File: src/rtl/mem_arbiter.sv
// mem_arbiter: round-robin arbiter sharing one memory port between an
// instruction-fetch requester and a data requester, with a wait timeout.
module mem_arbiter #(
  parameter int unsigned TIMEOUT = 15,
  localparam int unsigned AW = 32,
  localparam int unsigned DW = 32,
  localparam int unsigned SW = 4
) (
  input  logic          clk,
  input  logic          rst,
  input  logic          if_req,
  input  logic [AW-1:0] if_addr,
  output logic [DW-1:0] if_inst,
  output logic          if_ack,
  input  logic          d_req,
  input  logic          d_we,
  input  logic [AW-1:0] d_addr,
  input  logic [DW-1:0] d_wdata,
  input  logic [SW-1:0] d_sel,
  output logic [DW-1:0] d_rdata,
  output logic          d_ack,
  output logic          err,
  output logic          mem_ce,
  output logic          mem_we,
  output logic [AW-1:0] mem_addr,
  output logic [DW-1:0] mem_wdata,
  output logic [SW-1:0] mem_sel,
  input  logic [DW-1:0] mem_rdata,
  input  logic          mem_ready,
  output logic          stallreq_if,
  output logic          stallreq_mem
);

  localparam int unsigned CW = 5;

  typedef enum logic [1:0] {
    IDLE = 2'd0,
    BUSY = 2'd1,
    RESP = 2'd2
  } state_t;

  typedef enum logic {
    OWN_IF = 1'b0,
    OWN_D  = 1'b1
  } owner_t;

  state_t        state, state_d;
  owner_t        owner, owner_d;
  owner_t        last_grant, last_grant_d;
  owner_t        grant;
  logic [CW-1:0] wait_cnt, wait_cnt_d;
  logic          done;

  logic          mem_ce_d, mem_we_d;
  logic [AW-1:0] mem_addr_d;
  logic [DW-1:0] mem_wdata_d;
  logic [SW-1:0] mem_sel_d;
  logic [DW-1:0] if_inst_d, d_rdata_d;
  logic          if_ack_d, d_ack_d, err_d;

  // Stall the pipeline while a request is outstanding and not yet acknowledged
  assign stallreq_if  = if_req & ~if_ack;
  assign stallreq_mem = d_req & ~d_ack;

  // Round-robin pick: on a tie, favour the requester not granted last time
  always_comb begin
    grant = OWN_IF;
    if (if_req && d_req) begin
      grant = (last_grant == OWN_IF) ? OWN_D : OWN_IF;
    end else if (d_req) begin
      grant = OWN_D;
    end
  end

  // Next state, transaction bookkeeping and next values of registered outputs
  always_comb begin
    state_d      = state;
    owner_d      = owner;
    last_grant_d = last_grant;
    wait_cnt_d   = wait_cnt;
    done         = 1'b0;
    mem_ce_d     = mem_ce;
    mem_we_d     = mem_we;
    mem_addr_d   = mem_addr;
    mem_wdata_d  = mem_wdata;
    mem_sel_d    = mem_sel;
    if_inst_d    = if_inst;
    d_rdata_d    = d_rdata;
    if_ack_d     = 1'b0;
    d_ack_d      = 1'b0;
    err_d        = 1'b0;

    case (state)
      IDLE: begin
        mem_ce_d = 1'b0;
        if (if_req || d_req) begin
          owner_d      = grant;
          last_grant_d = grant;
          wait_cnt_d   = '0;
          mem_ce_d     = 1'b1;
          state_d      = BUSY;
          if (grant == OWN_D) begin
            mem_we_d    = d_we;
            mem_addr_d  = d_addr;
            mem_wdata_d = d_wdata;
            mem_sel_d   = d_sel;
          end else begin
            mem_we_d    = 1'b0;
            mem_addr_d  = if_addr;
            mem_wdata_d = '0;
            mem_sel_d   = '1;
          end
        end
      end

      BUSY: begin
        if (mem_ready) begin
          done = 1'b1;
          if (owner == OWN_IF) begin
            if_inst_d = mem_rdata;
          end else if (!mem_we) begin
            d_rdata_d = mem_rdata;
          end
        end else if (wait_cnt == CW'(TIMEOUT)) begin
          // Abort: the owner sees an all-zero read value alongside err
          done  = 1'b1;
          err_d = 1'b1;
          if (owner == OWN_IF) begin
            if_inst_d = '0;
          end else begin
            d_rdata_d = '0;
          end
        end else begin
          wait_cnt_d = wait_cnt + CW'(1);
        end

        if (done) begin
          state_d  = RESP;
          mem_ce_d = 1'b0;
          mem_we_d = 1'b0;
          if_ack_d = (owner == OWN_IF);
          d_ack_d  = (owner == OWN_D);
        end
      end

      RESP: begin
        state_d = IDLE;
      end

      default: begin
        state_d  = IDLE;
        mem_ce_d = 1'b0;
        mem_we_d = 1'b0;
      end
    endcase
  end

  // FSM state, ownership and wait counter
  always_ff @(posedge clk or negedge rst) begin
    if (!rst) begin
      state      <= IDLE;
      owner      <= OWN_IF;
      last_grant <= OWN_IF;
      wait_cnt   <= '0;
    end else begin
      state      <= state_d;
      owner      <= owner_d;
      last_grant <= last_grant_d;
      wait_cnt   <= wait_cnt_d;
    end
  end

  // Registered memory port, read registers and completion flags
  always_ff @(posedge clk or negedge rst) begin
    if (!rst) begin
      mem_ce    <= 1'b0;
      mem_we    <= 1'b0;
      mem_addr  <= '0;
      mem_wdata <= '0;
      mem_sel   <= '0;
      if_inst   <= '0;
      d_rdata   <= '0;
      if_ack    <= 1'b0;
      d_ack     <= 1'b0;
      err       <= 1'b0;
    end else begin
      mem_ce    <= mem_ce_d;
      mem_we    <= mem_we_d;
      mem_addr  <= mem_addr_d;
      mem_wdata <= mem_wdata_d;
      mem_sel   <= mem_sel_d;
      if_inst   <= if_inst_d;
      d_rdata   <= d_rdata_d;
      if_ack    <= if_ack_d;
      d_ack     <= d_ack_d;
      err       <= err_d;
    end
  end

endmodule
File: config.mk
export PLATFORM = sky130hd
export DESIGN_NAME = mem_arbiter
export DESIGN_NICKNAME = d
export VERILOG_FILES = /design/src/rtl/mem_arbiter.sv
export SDC_FILE = /design/constraint.sdc
export NUM_CORES = 1
export LEC_CHECK = 0
export ABC_AREA = 1
export ABC_CLOCK_PERIOD_IN_PS = 1600
export CAP_MARGIN = 20
export CELL_PAD_IN_SITES_DETAIL_PLACEMENT = 1
export CELL_PAD_IN_SITES_GLOBAL_PLACEMENT = 1
export CORE_MARGIN = 2
export CORE_UTILIZATION = 27
export CTS_CLUSTER_DIAMETER = 150
export DETAILED_ROUTE_END_ITERATION = 6
export PLACE_DENSITY_LB_ADDON = 0.1
export SYNTH_ARGS = -nofsm -noshare
export SYNTH_HDL_FRONTEND = slang
export SYNTH_SLANG_ARGS = --single-unit
File: constraint.sdc
create_clock -name clk -period 1.6 [get_ports clk]
set_clock_uncertainty 0.05 [all_clocks]
set_input_delay 0.32 -clock clk [delete_from_list [all_inputs] [get_ports clk]]
set_output_delay 0.32 -clock clk [all_outputs]
set_load 0.02 [all_outputs]
==> results of run 1 <==
==> cell usage after synthesis (2+ instances only) <==
cell type  instances
o21ai_2           24
o21ai_1           10
nand2_1          341
buf_6              7
nand3b_1          32
dfrtp_1          145
o21ai_0            2
buf_4              2
inv_1             43
o211ai_1          32
buf_2             25
nor2_1            22
inv_2              2
clkbuf_1           5
ha_1               2
nor3_1             2
nand3_1            6
nor2_4             3
nand2_2            2
==> area by class of cell <==
type                       count  area [um^2]
antenna                        1         2.50
clock buffer                  20          437
clock inverter                12          183
fill                        2661        12100
inverter                      45          174
multi-input combinational    485         2750
sequential                   145         3630
tap                          319          399
timing repair buffer         344         3550
==> sequential cells by signal, indices dropped and copies added (netlist names), 2 cells and up <==
name and count:
state 2, mem_wdata 32, mem_sel 4, d_rdata 32, mem_addr 32, wait_cnt 5, if_inst 32
==> metal layers <==
metal | track usage | wire [um] | vias up
li1 | - | - | 2896
met1 | 0.225 | 9630 | 2891
met2 | 0.306 | 11500 | 188
met3 | 0.0567 | 1560 | 32
met4 | 0.0697 | 560 | 0
met5 | 0 | 0 | -
==> cell families after synthesis <==
logic type,after synthesis,synth area share
buffers and inverters,85,0.0650
flip-flops,145,0.573
adder cells (fa/ha/maj),2,0.00395
AO/OA/AOI/OAI,70,0.0840
AND/OR/NAND/NOR,412,0.274
==> metrics by stage <==
stage               hold WS [ns]  cells  area, um^2  setup TNS (ns)  utilization
finish                     0.288   1371       11100          -12.03        0.478
detailed placement         0.168   1321        9840          -48.77        0.423
CTS                        0.279   1366       10700          -10.93        0.460
global placement           0.171   1321        9840          -45.99        0.423
floorplan                -0.0256    714        6340           -1.97            -
global route               0.306   1370       11100          -19.05        0.478
==> worst paths after layout <==
path | endpoint
min reg2reg | mem_wdata[10]$_DFFE_PN0P_
max reg2reg | d_rdata[17]$_DFFE_PN0P_
max | d_rdata[17]$_DFFE_PN0P_
min | d_rdata[27]$_DFFE_PN0P_
max in group asynchronous | mem_addr[9]$_DFFE_PN0P_
min in group clk | mem_wdata[27]$_DFFE_PN0P_
==> where the power goes <==
part	total [W]	switching [W]	internal (W)
logic	0.00961	0.00566	0.00395
clock network	0.00428	0.00166	0.00262
registers	0.00620	0.000964	0.00523
total	0.0201	0.00828	0.0118
==> critical path, cell delays in order (launching register included) <==
cell       delay [ns]
dfrtp_1          0.41
ha_4             0.18
nand2_4          0.06
nor2_4           0.10
ha_4             0.17
nor2_8           0.05
a21oi_4          0.20
nand2_4          0.16
clkbuf_16        0.22
nand2_2          0.05
nand2_1          0.04
==> timing repair <==
item	in CTS	in global routing
hold buffers	1	0
cloned	7	4
hold endpoints to repair	22	0
endpoints found under the setup margin	249	86
gates resized for setup	209	88
pin swaps	25	35
buffers inserted	5	2
==> impl_metrics.yaml, run 1 <==
setup_path:
  critPathMaxFanout: 7
  r2r_cells: 10
  start_kind: "register"
  cp-startpoint: "wait_cnt[0]$_DFFE_PN0P_"
  worstPathRequired_ns: 1.86
  reg2reg_from: "wait_cnt[0]$_DFFE_PN0P_"
  rrSetupSlack_ns: -0.22
  critPathArrivalTime_ns: 2.08
  path_class: "reg2reg"
  end_kind: "register"
pwr:
  ir_drop_mv: 0.537
  leakagePower_nw: 5.66
  total_power_w: 0.0201
  power.density_nw_per_um2: 1810
place:
  place_ws_ns: -0.546
  place_hpwl_mm: 15.5
  place_congestion: 0.749
  port_buffers: 276
clock_tree:
  cts_tree: "done"
  root_buffer: "clkbuf_16"
  path_clk_slew_ns: 0.07
  htree_levels: 4
  clk_latency_ns: 0.42
  cts_sinks: 145
  cts_inserted_buffers: 17
  cts_buffer_depth: 2
yosys:
  synth_edf_count: 0
  synth_area_leaders: "dfrtp_1 57%, nand2_1 20%, nand3b_1 3.8%"
  synth_fp_nets: 854
  synthFlopType: "dfrtp_1"
  syn_avg_cell_area_um2: 8.87
  ys_ff_latch: 145
  synthDistinctLibCells: 26
  async_flop_share: 1.00
  synth_cells: 714
  synth_top_area_cell: "dfrtp_1"
  syn_area_um2: 6330
  ys_seq_area_frac: 0.573
  yosysTopAreaCellShare: 0.573
  ys_warn_count: 0
global_routing:
  grt_max_degree: 53
  overflow: 0
  grt_pass1_vias: 6158
  grt_util_all_layers: 0.184
  antenna_found_initial: 0
  grt_pass1_wl_mm: 34.4
sta:
  final.setup.worst_slack_ns: -0.219
  worst_slew_pin_slew_ns: 0.516
  setup_viol: 68
  fmax_ghz: 0.550
  fin_crit_ns: 1.82
  rsz0062_at_grt: "true"
  post-route-period-util: 1.14
  final_hold_viol_count: 0
  relSlewSlack: 0.655
  drv_slew: 0
finish:
  area_delta_synth_final_pct: 75.7
  final_cell_mix: "272 x nand2_1, 145 x dfrtp_1, 136 x clkdlybuf4s50_1"
  drive_gt1_frac: 0.208
  final_common_cell: "nand2_1"
  nets: 1178
run_status:
  status: "finished with violations"
  violations: "negative setup slack"
die:
  dieArea_um2: 24700
  die_y_um: 157
  initial_core_util: 0.272
  ios: 277
  coreArea_um2: 23300
  rows: 56
  die_width_um: 157
detailed_routing:
  drc_errors: 0
  routed_wl_mm: 23.3
  first_pass_iters: 4
  ant_nets: 0
  drt-wirelength-per-cell_um: 17.0
  dr_total_vias: 6007
  vias_per_cell: 4.38
  drt_iter0_markers: 215
run:
  cap_violations: 0
min_path:
  hold_class: "in2async"
(Power assumes the default switching activity.)
==> run 2, diff against run 1 <==
--- a/config.mk
+++ b/config.mk
@@ -10,7 +10,6 @@
 export CAP_MARGIN = 20
 export CELL_PAD_IN_SITES_DETAIL_PLACEMENT = 1
 export CELL_PAD_IN_SITES_GLOBAL_PLACEMENT = 1
-export CORE_MARGIN = 2
 export CORE_UTILIZATION = 27
 export CTS_CLUSTER_DIAMETER = 150
 export DETAILED_ROUTE_END_ITERATION = 6
==> run 2 against run 1 <==
The run still ends with negative setup slack left. First-iteration DRC count decreased by 1.9%. Utilization increased by 1.7 points. Final cell count increased by 0.66%. Via count about the same. Flip-flop and latch count unchanged. Global-route usage increased by 1.7 points. Setup slack improved by 0.0091 ns. Sequential power increased by 1%. Combinational power increased by 3.5%. Maximum frequency increased by 0.50%. Critical endpoint is now d_rdata[21]$_DFFE_PN0P_. Non-clock buffer count increased by 16. Die area decreased by 2.5%.
==> impl_metrics.yaml, run 2 (synthesized netlist as in run 1, its figures left out) <==
run_status:
  status: "finished with violations"
  violations: "negative setup slack"
finish:
  regArea_um2: 3630
  finalNonFillerCells: 1380
  multi_input_area_um2: 2790
  nets: 1194
  final_common_cell: "nand2_1"
  fillers: 2631
  area_delta_synth_final_pct: 78.7
  final_cell_mix: "270 x nand2_1, 145 x dfrtp_1, 135 x clkdlybuf4s50_1"
  drive_gt1_frac: 0.224
sta:
  fmax_ghz: 0.553
  worst_slew_pin_slew_ns: 0.469
  drv_slew: 0
  final.setup.worst_slack_ns: -0.209
  relSlewSlack: 0.686
  post-route-period-util: 1.13
  rsz0062_at_grt: "true"
  final_hold_viol_count: 0
  setup_viol: 71
  fin_crit_ns: 1.81
clock_tree:
  cts_tree: "done"
  clk_latency_ns: 0.42
  cts_buffer_depth: 2
  path_clk_slew_ns: 0.07
  htree_levels: 4
  cts_sinks: 145
  root_buffer: "clkbuf_16"
  cts_inserted_buffers: 17
setup_path:
  cp_num_buf_inv: 2
  worstPathRequired_ns: 1.86
  critPathTopFamily: "simple AND/OR/NAND/NOR gates"
  path_class: "reg2reg"
  cpPeakStageDelay_ns: 0.36
  start_kind: "register"
  end_kind: "register"
  crit_cells: 11
  critPathMaxFanout: 5
  crit_path_top_delay_cell: "dfrtp_1"
  r2r_cells: 11
  critPathMostFrequentCell: "nand2_4"
  critPathArrivalTime_ns: 2.07
  critPathCapture: "d_rdata[21]$_DFFE_PN0P_"
  reg2reg_to: "d_rdata[21]$_DFFE_PN0P_"
  rrSetupSlack_ns: -0.21
  cp-startpoint: "wait_cnt[1]$_DFFE_PN0P_"
  cp_cell_sequence: "ha_2 > nand2_2 > nor2_4 > ha_4 > nor2_8 > a21oi_4 > nand2_4 > buf_12 > buf_16 > nand2_4 > nand2_1"
  reg2reg_from: "wait_cnt[1]$_DFFE_PN0P_"
die:
  coreArea_um2: 22800
  ios: 277
  initial_core_util: 0.277
  dieArea_um2: 24100
  rows: 55
  die_y_um: 155
  die_width_um: 155
place:
  place_hpwl_mm: 15.0
  port_buffers: 276
  place_congestion: 0.726
  dp_cells: 1320
run:
  cap_violations: 0
pwr:
  power.density_nw_per_um2: 1780
  p_int_w: 0.0118
  netSwitchingFraction: 0.414
  total_power_w: 0.0201
  netSwitchingPower_w: 0.00835
  ir_drop_mv: 0.621
  clkPwrFrac: 0.195
  p_comb_frac: 0.494
  leakagePower_nw: 5.77
  pwr-share-seq: 0.311
detailed_routing:
  ant_nets: 0
  routed_wl_mm: 23.0
  drt-wirelength-per-cell_um: 16.6
  drt_iter0_markers: 211
  first_pass_iters: 4
  drc_errors: 0
  dr_total_vias: 6011
  vias_per_cell: 4.36
global_routing:
  grt_max_degree: 39
  grt_util_all_layers: 0.201
  antenna_found_initial: 0
  grt_pass1_wl_mm: 36.9
  overflow: 0
  grt_pass1_vias: 6500
min_path:
  hold_class: "in2async"
-- run 2: layer usage --
layer  vias up  global-route usage  part of all wire
li1       2939                   -                 -
met1      2857               0.244              0.42
met2       192               0.338              0.49
met3        23              0.0677             0.069
met4         0              0.0556             0.015
met5         -                   0                 0
-- run 2: area by class of cell --
type,count,share of cell area
timing repair buffer,360,0.332
sequential,145,0.321
multi-input combinational,485,0.247
clock buffer,19,0.0383
tap,313,0.0346
inverter,45,0.0154
clock inverter,12,0.0118
antenna,1,0.000221
-- run 2: timing repair --
item	CTS	global route
setup buffers	15	6
pin swaps	9	11
endpoints found under the hold margin	33	0
cloned	14	0
setup endpoints to repair	247	106
gates resized for setup	256	68
hold buffers	1	0
-- run 2: worst min-delay path by stage --
stage	start	endpoint	slack, ns
finish	rst	d_rdata[4]$_DFFE_PN0P_	0.33
global placement	rst	d_rdata[8]$_DFFE_PN0P_	0.22
detailed placement	rst	d_rdata[4]$_DFFE_PN0P_	0.22
global route	rst	d_rdata[4]$_DFFE_PN0P_	0.33
floorplan	rst	d_ack$_DFF_PN0_	-0.03
CTS	rst	d_rdata[8]$_DFFE_PN0P_	0.33
-- run 2: metrics by stage --
step | util | setup WS [ns] | setup TNS, ns | hold slack [ns] | instance area (um^2)
final | 0.495 | -0.209 | -11.26 | 0.326 | 11300
after global placement | 0.433 | -0.546 | -41.22 | 0.221 | 9890
after global routing | 0.495 | -0.311 | -17.82 | 0.335 | 11300
after floorplan | - | -0.0481 | -1.97 | -0.0256 | 6340
after CTS | 0.488 | -0.218 | -12.10 | 0.325 | 11200
after detailed placement | 0.433 | -0.595 | -46.85 | 0.218 | 9890
-- run 2: power groups by stage --
stage | registers, W | logic [W] | clock network, W
after floorplan | 0.00794 | 0.00275 | 0
after global placement | 0.00607 | 0.00957 | 0
after detailed placement | 0.00614 | 0.00963 | 0
after CTS | 0.00619 | 0.00981 | 0.00404
after global routing | 0.00647 | 0.0108 | 0.00420
final | 0.00626 | 0.00995 | 0.00393
==> run 3, diff against run 2 <==
--- a/config.mk
+++ b/config.mk
@@ -5,12 +5,11 @@
 export SDC_FILE = /design/constraint.sdc
 export NUM_CORES = 1
 export LEC_CHECK = 0
-export ABC_AREA = 1
 export ABC_CLOCK_PERIOD_IN_PS = 1600
 export CAP_MARGIN = 20
 export CELL_PAD_IN_SITES_DETAIL_PLACEMENT = 1
 export CELL_PAD_IN_SITES_GLOBAL_PLACEMENT = 1
-export CORE_UTILIZATION = 27
+export CORE_UTILIZATION = 29
 export CTS_CLUSTER_DIAMETER = 150
 export DETAILED_ROUTE_END_ITERATION = 6
 export PLACE_DENSITY_LB_ADDON = 0.1
==> run 3 against run 2 <==
The run still ends with negative setup slack left. Global-route usage decreased by 0.75 points. Critical path depth decreased by 4. Register-to-register slack got worse by 0.26 ns. Flip-flop and latch count unchanged. Utilization increased by 0.066 points. Critical endpoint unchanged. Count of clock-buffer cells in the layout decreased by 1. Critical path type unchanged. Non-clock buffer count decreased by 30.
==> impl_metrics.yaml, run 3 <==
die:
  coreArea_um2: 20500
  rows: 52
  ios: 277
  dieArea_um2: 21800
  initial_core_util: 0.300
  die_y_um: 148
  die_width_um: 148
sta:
  rsz0062_at_grt: "true"
  post-route-period-util: 1.30
  relSlewSlack: 0.721
  fin_crit_ns: 2.07
  fmax_ghz: 0.482
  final_hold_viol_count: 0
  worst_slew_pin_slew_ns: 0.419
  setup_viol: 73
  tns_ns: -31.17
  drv_slew: 0
  final.setup.worst_slack_ns: -0.473
finish:
  final_common_cell: "dfrtp_1"
  nets: 945
  final_cell_mix: "144 x dfrtp_1, 137 x dlygate4sd2_1, 135 x clkdlybuf4s50_1"
  area_delta_synth_final_pct: 65.3
  drive_gt1_frac: 0.213
  final_cell_area_um2: 10200
  fin_util: 0.496
  n_antenna_cell: 0
yosys:
  synth_compound_area_frac: 0.128
  synth_cells: 491
  yosysTopAreaCellShare: 0.590
  async_flop_share: 1.00
  synth_area_leaders: "dfrtp_1 59%, mux2_4 7.1%, mux2_2 6.4%"
  synthFlopType: "dfrtp_1"
  synth_fp_nets: 631
  syn_avg_cell_area_um2: 12.5
  synth.most_common_cell: "dfrtp_1"
  synth-simple-area-share: 0.0981
  syn_area_um2: 6150
  synthAdderAreaFrac: 0.00407
  synth_top_family_by_area: "multiplexers"
  ys_seq_area_frac: 0.590
  muxShareOfSynthArea: 0.140
  synth_top_area_cell: "dfrtp_1"
  synth_edf_count: 0
  synth_common_cells: "145 x dfrtp_1, 69 x nand2_1, 35 x mux2_2"
  ys_ff_latch: 145
  ys_warn_count: 0
  synthDistinctLibCells: 39
  synth_xor_xnor_area_share: 0
setup_path:
  end_kind: "register"
  rrSetupSlack_ns: -0.47
  reg2reg_to: "d_rdata[21]$_DFFE_PN0P_"
  critPathArrivalTime_ns: 2.32
  path_class: "reg2reg"
  critPathCapture: "d_rdata[21]$_DFFE_PN0P_"
  start_kind: "register"
  r2r_cells: 7
  worstPathRequired_ns: 1.85
  cp-startpoint: "wait_cnt[0]$_DFFE_PN0P_"
  reg2reg_from: "wait_cnt[0]$_DFFE_PN0P_"
  critPathMaxFanout: 23
min_path:
  hold_class: "in2async"
run_status:
  status: "finished with violations"
  violations: "negative setup slack"
global_routing:
  grtUsageMet3: 0.0460
  grt_util_all_layers: 0.194
  overflow: 0
  grt_max_degree: 41
  met1_usage: 0.235
  use_met2: 0.339
  grt_pass1_vias: 5817
  grt_pass1_wl_mm: 32.5
  antenna_found_initial: 1
  grt.busiest_layer: "met2"
detailed_routing:
  drc_errors: 0
  drt-wirelength-per-cell_um: 18.8
  ant_nets: 0
  drt_iter0_markers: 131
  routed_wl_mm: 20.5
  dr_total_vias: 5171
  first_pass_iters: 4
  vias_per_cell: 4.75
pwr:
  power.density_nw_per_um2: 1950
  leakagePower_nw: 4.90
  ir_drop_mv: 0.868
clock_tree:
  clk_latency_ns: 0.41
  path_clk_slew_ns: 0.07
  cts_inserted_buffers: 17
  cts_buffer_depth: 2
  cts_sinks: 145
  htree_levels: 4
  cts_tree: "done"
  root_buffer: "clkbuf_16"
place:
  place_congestion: 0.784
  port_buffers: 276
  place_hpwl_mm: 14.7
  placed_cell_area_um2: 9460
run:
  cap_violations: 0
==> run 3: changes by cell type after synthesis, sizes merged, moves of 34 or more <==
cell | before | now
nand2 | 344 | 69
mux2 | 0 | 65
inv | 45 | 4
a22o | 0 | 34
==> run 3: critical path, stage by stage (launching register included) <==
cell     delay, ns
dfrtp_1       0.36
ha_2          0.19
and3_4        0.19
ha_4          0.13
or2b_4        0.28
a21oi_4       0.18
buf_12        0.21
mux2_2        0.36
==> run 3: metrics by stage <==
step | hold slack, ns | cells | setup slack [ns] | power (W)
after CTS | 0.339 | 1083 | -0.481 | 0.0198
final | 0.338 | 1088 | -0.473 | 0.0198
after global routing | 0.367 | 1088 | -0.548 | 0.0209
after floorplan | -0.0256 | 491 | -0.407 | 0.0116
after global placement | 0.216 | 1044 | -0.518 | 0.0166
after detailed placement | 0.221 | 1044 | -0.540 | 0.0169
==> run 3: kinds of logic after synthesis <==
logic type / Yosys count
AO/OA/AOI/OAI: 115
adder cells (fa/ha/maj): 2
buffers and inverters: 39
flip-flops: 145
multiplexers: 67
AND/OR/NAND/NOR: 123
==> run 3: power by group <==
group | leakage (nW) | switching, W | total [W] | internal (W)
Combinational | 2.82 | 0.00509 | 0.00956 | 0.00447
Clock | 0.266 | 0.00173 | 0.00380 | 0.00208
Sequential | 1.81 | 0.000982 | 0.00642 | 0.00543
==> run 3: worst min path at each step <==
| stage | startpoint | end | slack, ns | cells past startpoint |
|---|---|---|---|---|
| 6_report | rst | d_rdata[11]$_DFFE_PN0P_ | 0.34 | 2 |
| 5_1_grt | rst | d_rdata[11]$_DFFE_PN0P_ | 0.37 | 2 |
| 4_1_cts | rst | d_rdata[11]$_DFFE_PN0P_ | 0.34 | 2 |
| 3_5_place_dp | rst | d_rdata[11]$_DFFE_PN0P_ | 0.22 | 1 |
| 3_3_place_gp | rst | d_rdata[11]$_DFFE_PN0P_ | 0.22 | 1 |
| 2_1_floorplan | rst | d_ack$_DFF_PN0_ | -0.03 | 0 |
==> run 3: timing repair <==
item                                    4_1_cts  5_1_grt
endpoints found under the setup margin      243      108
pin swaps                                     6        2
cloned                                        3        2
hold endpoints to repair                     37        0
buffers inserted                              3        5
hold buffers                                  1        0
resized for setup                           163       22
==> run 3: routing by layer <==
metal  up-vias  share of wire
met4         0          0.015
li1       2368              -
met2       177           0.51
met1      2605           0.41
met5         -              0
met3        21          0.061
==> run 3: layout make-up <==
| type | instances | area (um^2) |
|---|---|---|
| sequential | 145 | 3630 |
| inverter | 4 | 15.0 |
| clock inverter | 14 | 121 |
| multi-input combinational | 307 | 2370 |
| clock buffer | 18 | 439 |
| timing repair buffer | 330 | 3240 |
| fill | 2196 | 10300 |
| tap | 270 | 338 |
